==> config.mk <==
export PLATFORM = sky130hd
export DESIGN_NAME = hazard_stall_ctrl
export DESIGN_NICKNAME = d
export VERILOG_FILES = /design/src/rtl/pipe_pkg.sv /design/src/rtl/hazard_stall_ctrl_md_seq.sv /design/src/rtl/hctrl.sv /design/src/rtl/hazard_stall_ctrl.sv
export SDC_FILE = /design/constraint.sdc
export NUM_CORES = 1
export LEC_CHECK = 0
export ABC_AREA = 1
export BUFFER_PORTS_ARGS = -buffer_cell sky130_fd_sc_hd__buf_2
export CAP_MARGIN = 20
export CORE_MARGIN = 2
export CORE_UTILIZATION = 48
export CTS_CLUSTER_SIZE = 24
export DETAILED_ROUTE_END_ITERATION = 12
export HOLD_SLACK_MARGIN = 0.05
export PLACE_DENSITY = 0.79
export SYNTH_ARGS = -nofsm -noshare
export SYNTH_HDL_FRONTEND = slang
export SYNTH_HIERARCHICAL = 1
export SYNTH_SLANG_ARGS = --single-unit
==> constraint.sdc <==
create_clock -name clk -period 1.8 [get_ports clk]
set_input_delay 0.18 -clock clk [delete_from_list [all_inputs] [get_ports clk]]
set_output_delay 0.18 -clock clk [all_outputs]
set_load 0.1 [all_outputs]
==> src/rtl/pipe_pkg.sv <==
// Shared pipeline definitions: opcode/funct constants, decoded-stage record,
// HI/LO sequencer states and small instruction classification helpers.
package pipe_pkg;

    // Primary opcodes
    localparam logic [5:0] OP_RTYPE = 6'h00;
    localparam logic [5:0] OP_JAL   = 6'h03;
    localparam logic [5:0] OP_BEQ   = 6'h04;
    localparam logic [5:0] OP_BNE   = 6'h05;
    localparam logic [5:0] OP_BLEZ  = 6'h06;
    localparam logic [5:0] OP_BGTZ  = 6'h07;
    localparam logic [5:0] OP_ADDI  = 6'h08;
    localparam logic [5:0] OP_ADDIU = 6'h09;
    localparam logic [5:0] OP_SLTI  = 6'h0A;
    localparam logic [5:0] OP_SLTIU = 6'h0B;
    localparam logic [5:0] OP_ANDI  = 6'h0C;
    localparam logic [5:0] OP_ORI   = 6'h0D;
    localparam logic [5:0] OP_XORI  = 6'h0E;
    localparam logic [5:0] OP_LUI   = 6'h0F;
    localparam logic [5:0] OP_LB    = 6'h20;
    localparam logic [5:0] OP_LH    = 6'h21;
    localparam logic [5:0] OP_LW    = 6'h23;
    localparam logic [5:0] OP_LBU   = 6'h24;
    localparam logic [5:0] OP_LHU   = 6'h25;
    localparam logic [5:0] OP_SB    = 6'h28;
    localparam logic [5:0] OP_SH    = 6'h29;
    localparam logic [5:0] OP_SW    = 6'h2B;

    // R-type funct codes
    localparam logic [5:0] FUNCT_SLL   = 6'h00;
    localparam logic [5:0] FUNCT_SRL   = 6'h02;
    localparam logic [5:0] FUNCT_SRA   = 6'h03;
    localparam logic [5:0] FUNCT_SLLV  = 6'h04;
    localparam logic [5:0] FUNCT_SRLV  = 6'h06;
    localparam logic [5:0] FUNCT_SRAV  = 6'h07;
    localparam logic [5:0] FUNCT_JR    = 6'h08;
    localparam logic [5:0] FUNCT_MFHI  = 6'h10;
    localparam logic [5:0] FUNCT_MTHI  = 6'h11;
    localparam logic [5:0] FUNCT_MFLO  = 6'h12;
    localparam logic [5:0] FUNCT_MTLO  = 6'h13;
    localparam logic [5:0] FUNCT_MULT  = 6'h18;
    localparam logic [5:0] FUNCT_MULTU = 6'h19;
    localparam logic [5:0] FUNCT_DIV   = 6'h1A;
    localparam logic [5:0] FUNCT_DIVU  = 6'h1B;
    localparam logic [5:0] FUNCT_ADD   = 6'h20;
    localparam logic [5:0] FUNCT_ADDU  = 6'h21;
    localparam logic [5:0] FUNCT_SUB   = 6'h22;
    localparam logic [5:0] FUNCT_SUBU  = 6'h23;
    localparam logic [5:0] FUNCT_AND   = 6'h24;
    localparam logic [5:0] FUNCT_OR    = 6'h25;
    localparam logic [5:0] FUNCT_XOR   = 6'h26;
    localparam logic [5:0] FUNCT_NOR   = 6'h27;
    localparam logic [5:0] FUNCT_SLT   = 6'h2A;
    localparam logic [5:0] FUNCT_SLTU  = 6'h2B;

    // Stage indices into the per-stage decode arrays
    localparam int S_D = 0;
    localparam int S_E = 1;
    localparam int S_M = 2;

    typedef enum logic {
        MD_IDLE = 1'b0,
        MD_BUSY = 1'b1
    } md_state_t;

    // One decoded stage, as produced by hctrl
    typedef struct packed {
        logic       b_type;
        logic       cal_r;
        logic       cal_i;
        logic       load;
        logic       store;
        logic       jr;
        logic       jal;
        logic [4:0] rs;
        logic [4:0] rt;
        logic [4:0] rd;
    } dec_t;

    // mult / multu / div / divu
    function automatic logic is_md_op(input logic [5:0] opcode, input logic [5:0] funct);
        return (opcode == OP_RTYPE) &&
               ((funct == FUNCT_MULT) || (funct == FUNCT_MULTU) ||
                (funct == FUNCT_DIV)  || (funct == FUNCT_DIVU));
    endfunction

    // mfhi / mflo / mthi / mtlo
    function automatic logic is_hilo_use(input logic [5:0] opcode, input logic [5:0] funct);
        return (opcode == OP_RTYPE) &&
               ((funct == FUNCT_MFHI) || (funct == FUNCT_MFLO) ||
                (funct == FUNCT_MTHI) || (funct == FUNCT_MTLO));
    endfunction

    // mthi / mtlo read rs; mfhi / mflo do not
    function automatic logic is_hilo_write(input logic [5:0] opcode, input logic [5:0] funct);
        return (opcode == OP_RTYPE) &&
               ((funct == FUNCT_MTHI) || (funct == FUNCT_MTLO));
    endfunction

    // div / divu (only meaningful when is_md_op is true)
    function automatic logic is_div_funct(input logic [5:0] funct);
        return (funct == FUNCT_DIV) || (funct == FUNCT_DIVU);
    endfunction

endpackage

==> src/rtl/hazard_stall_ctrl_md_seq.sv <==
// HI/LO multiply/divide sequencer: accepts an md op sitting in E while idle,
// then reports busy for exactly MULT_CYCLES or DIV_CYCLES cycles.
module md_seq
    import pipe_pkg::*;
#(
    parameter int MULT_CYCLES = 5,
    parameter int DIV_CYCLES  = 10
) (
    input  logic clk,
    input  logic rst_n,
    input  logic md_op_E,
    input  logic is_div_E,
    output logic md_start,
    output logic md_busy
);

    if ((MULT_CYCLES < 1) || (MULT_CYCLES > 15)) begin : g_bad_mult
        $error("md_seq: MULT_CYCLES must be in 1..15");
    end
    if ((DIV_CYCLES < 1) || (DIV_CYCLES > 15)) begin : g_bad_div
        $error("md_seq: DIV_CYCLES must be in 1..15");
    end

    // Counter reload values: busy lasts through cnt = N-1 .. 0
    localparam logic [3:0] MULT_LOAD = 4'(MULT_CYCLES - 1);
    localparam logic [3:0] DIV_LOAD  = 4'(DIV_CYCLES - 1);

    md_state_t  state_q, state_d;
    logic [3:0] cnt_q, cnt_d;

    // State and countdown registers; reset aborts any operation in flight
    always_ff @(posedge clk or negedge rst_n) begin
        if (!rst_n) begin
            state_q <= MD_IDLE;
            cnt_q   <= 4'd0;
        end else begin
            state_q <= state_d;
            cnt_q   <= cnt_d;
        end
    end

    // Next state: IDLE launches on an md op in E, BUSY counts down to zero
    always_comb begin
        state_d = state_q;
        cnt_d   = cnt_q;
        case (state_q)
            MD_IDLE: begin
                if (md_op_E) begin
                    state_d = MD_BUSY;
                    cnt_d   = is_div_E ? DIV_LOAD : MULT_LOAD;
                end
            end
            MD_BUSY: begin
                if (cnt_q == 4'd0) begin
                    state_d = MD_IDLE;
                end else begin
                    cnt_d = cnt_q - 4'd1;
                end
            end
            default: begin
                state_d = MD_IDLE;
                cnt_d   = 4'd0;
            end
        endcase
    end

    // Outputs: start is held off during reset; busy is a pure state decode
    always_comb begin
        md_start = rst_n && (state_q == MD_IDLE) && md_op_E;
        md_busy  = (state_q == MD_BUSY);
    end

    // An md op reaching E while busy means the HI/LO interlock was bypassed
    md_err: assert property (@(posedge clk) disable iff (!rst_n)
                             !((state_q == MD_BUSY) && md_op_E));

endmodule

==> src/rtl/hctrl.sv <==
// Instruction class decoder shared by the hazard logic; one copy per stage.
// An all-zero instruction is a bubble and decodes to no class at all.
module hctrl
    import pipe_pkg::*;
(
    input  logic [31:0] instr,
    output logic        b_type,
    output logic        cal_r,
    output logic        cal_i,
    output logic        load,
    output logic        store,
    output logic        jr,
    output logic        jal,
    output logic [4:0]  rs,
    output logic [4:0]  rt,
    output logic [4:0]  rd
);

    logic [5:0] opcode;
    logic [5:0] funct;
    logic       bubble;

    assign opcode = instr[31:26];
    assign funct  = instr[5:0];
    assign bubble = (instr == 32'd0);
    assign rs     = instr[25:21];
    assign rt     = instr[20:16];
    assign rd     = instr[15:11];

    // Classify the instruction by opcode and, for R-type, by funct
    always_comb begin
        b_type = 1'b0;
        cal_r  = 1'b0;
        cal_i  = 1'b0;
        load   = 1'b0;
        store  = 1'b0;
        jr     = 1'b0;
        jal    = 1'b0;
        if (!bubble) begin
            case (opcode)
                OP_RTYPE: begin
                    case (funct)
                        FUNCT_ADD, FUNCT_ADDU, FUNCT_SUB, FUNCT_SUBU,
                        FUNCT_AND, FUNCT_OR, FUNCT_XOR, FUNCT_NOR,
                        FUNCT_SLT, FUNCT_SLTU, FUNCT_SLL, FUNCT_SRL,
                        FUNCT_SRA, FUNCT_SLLV, FUNCT_SRLV, FUNCT_SRAV: cal_r = 1'b1;
                        FUNCT_JR:                                      jr    = 1'b1;
                        default:                                       ;
                    endcase
                end
                OP_BEQ, OP_BNE, OP_BLEZ, OP_BGTZ:                      b_type = 1'b1;
                OP_ADDI, OP_ADDIU, OP_SLTI, OP_SLTIU,
                OP_ANDI, OP_ORI, OP_XORI, OP_LUI:                      cal_i  = 1'b1;
                OP_LB, OP_LH, OP_LW, OP_LBU, OP_LHU:                   load   = 1'b1;
                OP_SB, OP_SH, OP_SW:                                   store  = 1'b1;
                OP_JAL:                                                jal    = 1'b1;
                default:                                               ;
            endcase
        end
    end

endmodule

==> src/rtl/hazard_stall_ctrl.sv <==
// Pipeline interlock for the 5-stage core: detects hazards that forwarding
// cannot cover, sequences the HI/LO unit and counts stalled cycles.
module hazard_stall_ctrl
    import pipe_pkg::*;
#(
    parameter int MULT_CYCLES = 5,
    parameter int DIV_CYCLES  = 10
) (
    input  logic        clk,
    input  logic        rst_n,
    input  logic [31:0] instrD,
    input  logic [31:0] instrE,
    input  logic [31:0] instrM,
    output logic        stall,
    output logic        md_start,
    output logic        md_is_div,
    output logic        md_busy,
    output logic [31:0] stall_cycles
);

    logic [2:0][31:0] instr_s;
    dec_t [2:0]       dec_s;

    assign instr_s = {instrM, instrE, instrD};

    for (genvar gi = 0; gi < 3; gi++) begin : g_dec
        logic       b_type, cal_r, cal_i, load, store, jr, jal;
        logic [4:0] rs, rt, rd;

        hctrl u_hctrl (
            .instr  (instr_s[gi]),
            .b_type (b_type),
            .cal_r  (cal_r),
            .cal_i  (cal_i),
            .load   (load),
            .store  (store),
            .jr     (jr),
            .jal    (jal),
            .rs     (rs),
            .rt     (rt),
            .rd     (rd)
        );

        assign dec_s[gi] = {b_type, cal_r, cal_i, load, store, jr, jal, rs, rt, rd};
    end

    // Several decoded fields (jal everywhere, store in E/M, ...) have no bearing on interlocks
    logic unused_dec;
    assign unused_dec = ^dec_s;

    dec_t dD, dE, dM;
    assign dD = dec_s[S_D];
    assign dE = dec_s[S_E];
    assign dM = dec_s[S_M];

    logic       md_op_D, hilo_use_D, hilo_wr_D, md_op_E, is_div_E;
    logic       use_rs_D, use_rt_D, branch_D;
    logic [4:0] wr_E;
    logic       s1_load_use, s2_branch_e, s3_branch_m, s4_hilo;

    // Local md/hilo classification and register-use flags for D
    always_comb begin
        md_op_D    = is_md_op(instrD[31:26], instrD[5:0]);
        hilo_use_D = is_hilo_use(instrD[31:26], instrD[5:0]);
        hilo_wr_D  = is_hilo_write(instrD[31:26], instrD[5:0]);
        md_op_E    = is_md_op(instrE[31:26], instrE[5:0]);
        is_div_E   = md_op_E && is_div_funct(instrE[5:0]);
        use_rs_D   = dD.cal_r || dD.cal_i || dD.load || dD.store ||
                     dD.b_type || dD.jr || md_op_D || hilo_wr_D;
        use_rt_D   = dD.cal_r || dD.store || dD.b_type || md_op_D;
        branch_D   = dD.b_type || dD.jr;
    end

    // Destination written by the instruction in E ($0 means nothing written)
    always_comb begin
        wr_E = 5'd0;
        if (dE.cal_r) begin
            wr_E = dE.rd;
        end else if (dE.cal_i || dE.load) begin
            wr_E = dE.rt;
        end
    end

    // True when a nonzero register is read by D as rs or rt
    function automatic logic d_reads(input logic [4:0] r, input dec_t d,
                                     input logic urs, input logic urt);
        return (r != 5'd0) && ((urs && (d.rs == r)) || (urt && (d.rt == r)));
    endfunction

    // The four interlock conditions; any one of them freezes the front end
    always_comb begin
        s1_load_use = dE.load && d_reads(dE.rt, dD, use_rs_D, use_rt_D);
        s2_branch_e = branch_D && d_reads(wr_E, dD, use_rs_D, use_rt_D);
        s3_branch_m = branch_D && dM.load && d_reads(dM.rt, dD, use_rs_D, use_rt_D);
        s4_hilo     = (md_op_D || hilo_use_D) && (md_busy || md_op_E);
        stall       = s1_load_use || s2_branch_e || s3_branch_m || s4_hilo;
    end

    md_seq #(
        .MULT_CYCLES (MULT_CYCLES),
        .DIV_CYCLES  (DIV_CYCLES)
    ) u_md_seq (
        .clk      (clk),
        .rst_n    (rst_n),
        .md_op_E  (md_op_E),
        .is_div_E (is_div_E),
        .md_start (md_start),
        .md_busy  (md_busy)
    );

    assign md_is_div = is_div_E;

    logic [31:0] stall_cycles_q, stall_cycles_d;

    // Saturating count of stalled cycles
    always_comb begin
        stall_cycles_d = stall_cycles_q;
        if (stall && (stall_cycles_q != 32'hFFFF_FFFF)) begin
            stall_cycles_d = stall_cycles_q + 32'd1;
        end
    end

    // Stall counter register
    always_ff @(posedge clk or negedge rst_n) begin
        if (!rst_n) begin
            stall_cycles_q <= 32'd0;
        end else begin
            stall_cycles_q <= stall_cycles_d;
        end
    end

    assign stall_cycles = stall_cycles_q;

endmodule

Word-level counts from Yosys, hierarchy flattened --
Cells that the tools add are included.
Word-level totals: register bits after elaboration 37, output and inout port bits 36, word-level logic and storage cells 202
Operators by class: add/sub/neg operators 2, equal/unequal tests 90, mux-type cells 32, bitwise logic cells 1, reduce and logical (&&, ||, !) cells 74
Operators with widths (number):
- == test 6 bit (second input constant) | 38
- == test 6 x 4 -> 1 bit (second input constant) | 17
- zero test 32 bit | 3
- == test 6 x 5 -> 1 bit (second input constant) | 12
- == test 6 x 3 -> 1 bit (second input constant) | 10
- adder 32 x 1 -> 32 bit (second input constant) | 1
- != test 32 bit (second input constant) | 1
- OR reduction 16 bit | 2
- logical OR 1 bit | 31
- == test 5 bit | 6
- 2-to-1 mux 1 bit | 25
- == test 6 x 2 -> 1 bit (second input constant) | 4
- zero test 6 bit | 4
- logical AND 1 bit | 22
- OR reduction 8 bit | 2
- nonzero test 5 bit | 3
- OR reduction 5 bit | 3
- 2-to-1 mux 4 bit | 3
- 2-to-1 mux 5 bit | 2
- one-hot mux 4 bit (2 select lines) | 1
- zero test 4 bit | 1
- != test 2 bit (second input constant) | 2
- OR reduction 4 bit | 1
- subtractor 4 x 1 -> 4 bit (second input constant) | 1
- other kinds (4) | 4

Logic depth before layout (Yosys ltp) --
depth in word-level cells 20, depth in mapped cells 25, depth with buffers taken out 23

Modules after synthesis --
Netlist, hierarchy kept.
By module, submodules not included:
- hazard_stall_ctrl | instances 1, cells an instance 436, area an instance 2777.7 µm²
- hctrl | instances 3, cells an instance 75, area an instance 360.3 µm²
- md_seq | instances 1, cells an instance 37, area an instance 315.3 µm²

Least setup slack after synthesis --
No wires, ideal clock.
path type input to register, from input instrE[2], to register u_md_seq.cnt_q[2], arrival 3.074 ns, required time 1.677 ns, setup slack -1.397 ns, cell stages on the path 6, path buffers 0, path through nor2_1 nand3_1 nor3b_1 o21ai_2 o21ai_1 nand2_1
Between the ends: longest elaborated chain between the ends 9, elaborated cells on any way between the ends 15, those cells by class eq/ne: 5; mux: 3; reduce/logical: 7
RTL lines:
- start: declaration | line hazard_stall_ctrl.sv:12 | input logic [31:0] instrE,
- == test 6 x 5 -> 1 bit | line pipe_pkg.sv:83 | ((funct == FUNCT_MULT) || (funct == FUNCT_MULTU) ||
- logical OR 1 bit (2 in series) | line pipe_pkg.sv:83
- logical OR 1 bit | line pipe_pkg.sv:84 | (funct == FUNCT_DIV) || (funct == FUNCT_DIVU));
- logical AND 1 bit | line pipe_pkg.sv:82 | return (opcode == OP_RTYPE) &&
- logical AND 1 bit (*) | line hazard_stall_ctrl.sv:67 | is_div_E = md_op_E && is_div_funct(instrE[5:0]);
- net md_is_div | line hazard_stall_ctrl.sv:16 | output logic md_is_div,
- 2-to-1 mux 4 bit (*) | line hazard_stall_ctrl_md_seq.sv:50 | cnt_d = is_div_E ? DIV_LOAD : MULT_LOAD;
- 2-to-1 mux 4 bit (*) | line hazard_stall_ctrl_md_seq.sv:48 | if (md_op_E) begin
- one-hot mux 4 bit (2 select lines) (*) | line hazard_stall_ctrl_md_seq.sv:46 | case (state_q)
- end signal: assignment | line hazard_stall_ctrl_md_seq.sv:38 | cnt_q <= cnt_d;
- end: declaration | line hazard_stall_ctrl_md_seq.sv:29 | logic [3:0] cnt_q, cnt_d;
The timed path passes the listed nets; every way through them passes the cells marked *. The select of a mux whose other input is x is not followed. A chain may end at the register's enable or synchronous reset.

Worst setup path in the final report --
from register stall_cycles_q[1] (netlist: stall_cycles[1]), to register stall_cycles_q[30] (netlist: stall_cycles[30])
Between the ends: longest elaborated chain between the ends 2, elaborated cells on any way between the ends 3, those cells by class add/sub: 1; eq/ne: 1; reduce/logical: 1
RTL lines:
- start: declaration | line hazard_stall_ctrl.sv:113 | logic [31:0] stall_cycles_q, stall_cycles_d;
- start signal: assignment | line hazard_stall_ctrl.sv:128 | stall_cycles_q <= stall_cycles_d;
- parallel branches: the longest is 2 deep, another holds adder 32 x 1 -> 32 bit
Several ways; the timed one is not identified.

==> impl_metrics.yaml <==
critical_path:
  cpMaxStageDelayCell: "dfrtp_4"
  crit_buf_inv: 2
  worst_reg_to_reg_cells: 13
  worst_r2r_endpoint: "stall_cycles[30]"
  path_max_fanout: 8
  launching_element_type_of_the_critical_path: "flop"
  slowest_delay_ps: 460
  endpoint_kind: "flop"
  crit_type: "flop to flop"
  cp_top_family: "simple AND/OR/NAND/NOR gates"
  cp_cell_sequence: "ha_4, nand3_4, inv_2, nand2_2, nor2_4, nand2_1, nor2_2, nand3_2, nor2_4, inv_4, and3_4, nand3_1, nand2_1"
  setup.worst_path.start: "stall_cycles[1]"
  required_ps: 1990
  r2r-start: "stall_cycles[1]"
  register_to_register_setup_slack_ps: -420
  worst_setup_path_endpoint: "stall_cycles[30]"
  worst-endpoint-arrival_ps: 2400
  worst-path-stages: 13
worst_hold_path:
  hold_class: "input pin to flop"
  min_from: "instrE[27]"
run:
  drv_cap: 0
clock_network:
  clock_path_buffers: 2
  cts.root.buffer_cell: "clkbuf_8"
  number_of_buffers_inserted_during_clock_tree_synthesis: 5
  insertion_delay_ps: 300
  register_clock_pin_slew_on_the_reported_worst_setup_and_hold_paths_ps: 80
  number_of_h_tree_levels: 2
  cts_tree: "yes"
  cts.sinks: 37
global_routing:
  use_met1_pct: 31.4
  antenna_found_initial: 0
  grt_usage_pct: 28.3
  grt.busiest_layer: "met2"
  grt_met2_usage_pct: 54.1
  global_route.overflow_total: 0
  grt_start_max_net_pins: 38
  grt_pass1_vias: 4718
  global_route_wire_length_before_repair_um: 20300
  grt.met3_usage_pct: 4.48
cells_and_area:
  nFillCells: 504
  n_antenna_cell: 0
  area_delta_synth_final_pct: 57.6
  final_net_count: 898
  finalNonFillerCells: 900
  design_area_um2: 5920
  final_layout_size_suffix_gt1_share_pct: 47.4
timing:
  layout_setup_ws_ps: -417
  final_skew_ps: 9.76
  layout_worst_path_cycle_share_pct: 123
  finalSetupViolations: 33
  timing.final.hold_violations: 0
  finalCriticalPeriod_ps: 2220
  max_freq_mhz: 451
  worstMarginPinSlew_ps: 500
  worst_slew_margin_rel_pct: 66.4
  report.final.slew_viol_count: 0
  grt_setup_unrepaired: "true"
yosys:
  syn-cell-area_um2: 3760
  ys.warnings.count: 6
  synthesis.area_per_instance_um2: 6.11
  syn-num-nets: 716
  synth_cells: 615
placed_design:
  io_buffer_count: 112
  placed_cells: 872
  post-dp-hpwl_um: 8440
  globalplace.congestion: 0.952
  postPlaceCellArea_um2: 5090
route:
  vias: 4866
  antenna_violating_nets_post_route: 0
  firstDrtPassIters: 5
  via_cell_ratio: 5.41
  postRouteWirelength_um: 13500
  first_iter_violations: 341
  wire_per_inst_um: 15.0
  drcViolationCount: 0
floorplan:
  die_x_um: 92.5
  start_util_pct: 49.1
  ios: 134
  chipHeight_um: 92.5
  design.die.area_um2: 8550
  core_area_um2: 7650
  std_cell_rows: 32
power:
  power.density_nw_per_um2: 359
  static-leakage-power_nw: 2.97
  fin_total_pwr_mw: 2.13
  vdd_ir_drop_max_uv: 366
status:
  outcome: "finished, violations left"
  violations: "setup timing"
## metrics by stage
stage / hold WS (ps) / utilization, % / worst slack (ps) / TNS (ps)
finish: 423 / 77.4 / -417 / -12180
CTS: 408 / 72.1 / -372 / -10190
global route: 473 / 77.4 / -626 / -18390
floorplan: -116 / - / -248 / -7420
detailed placement: 299 / 66.5 / -618 / -19210
global placement: 294 / 66.5 / -530 / -16220
## cell type report
cell class	instances	area (um^2)	share of cell area (%)
multi-input cells	473	2800	47.4
inverters	74	280	4.73
clock inverters	1	30.0	0.507
flip-flops and latches	37	971	16.4
repair buffers	206	1620	27.4
clock buffers	7	86.3	1.46
well taps	102	128	2.16
## flip-flops by register name (all words and copies together) (netlist names)
signal	cells
u_md_seq/cnt_q	4
u_md_seq/md_busy	1
stall_cycles	32
## worst min-delay path by stage
| stage | to | slack (ps) | cells past startpoint |
|---|---|---|---|
| after CTS | u_md_seq/md_busy | 410 | 6 |
| after floorplan | stall_cycles[10] | -120 | 0 |
| after global routing | u_md_seq/md_busy | 470 | 5 |
| final | u_md_seq/md_busy | 420 | 6 |
| after global placement | u_md_seq/cnt_q[0] | 290 | 2 |
| after detailed placement | u_md_seq/cnt_q[0] | 300 | 2 |
## power breakdown
group	switching [mW]	leakage [nW]	internal [mW]
Sequential	0.00682	0.472	0.836
Clock	0.309	0.0585	0.452
Combinational	0.267	2.44	0.257
## worst reg2reg max path, delay by kind of cell (launching register included)
kind                       cells  cell delay [ps]
buffers and inverters          2              250
and+or+nand+nor               10             1230
DFF                            1              460
adders and majority gates      1              170
## cell usage in the layout (no fill, tap or decap), drive strengths merged
cell type,instances
nor3,19
dfrtp,37
dlygate4sd3,1
nand3,65
a21oi,10
ha,3
nor2,101
buf,202
nand2,209
o21ai,11
nor3b,1
a2bb2oi,1
xor2,25
or2,2
clkbuf,10
inv,74
xnor2,9
nor4,3
o22ai,1
nand4,10
bufinv,1
nand3b,2
and3,1
## timing repair
| action | 4_1_cts | 5_1_grt |
|---|---|---|
| endpoints found under the setup margin | 33 | 33 |
| gates cloned | 5 | 4 |
| gates resized for setup | 42 | 87 |
| buffers inserted | 8 | 4 |
| hold endpoints to repair | 37 | 0 |
| pin swaps | 28 | 58 |
| hold buffers | 1 | 0 |
## routing by layer
metal | share of wire (%) | vias to the layer above | wire length [um]
met1 | 36 | 2211 | 4830
met3 | 7.4 | 94 | 995
li1 | - | 2273 | -
met4 | 6.4 | 0 | 872
met2 | 51 | 288 | 6840
met5 | 0 | - | 0
Note: power is estimated with default switching activity, not from simulation.
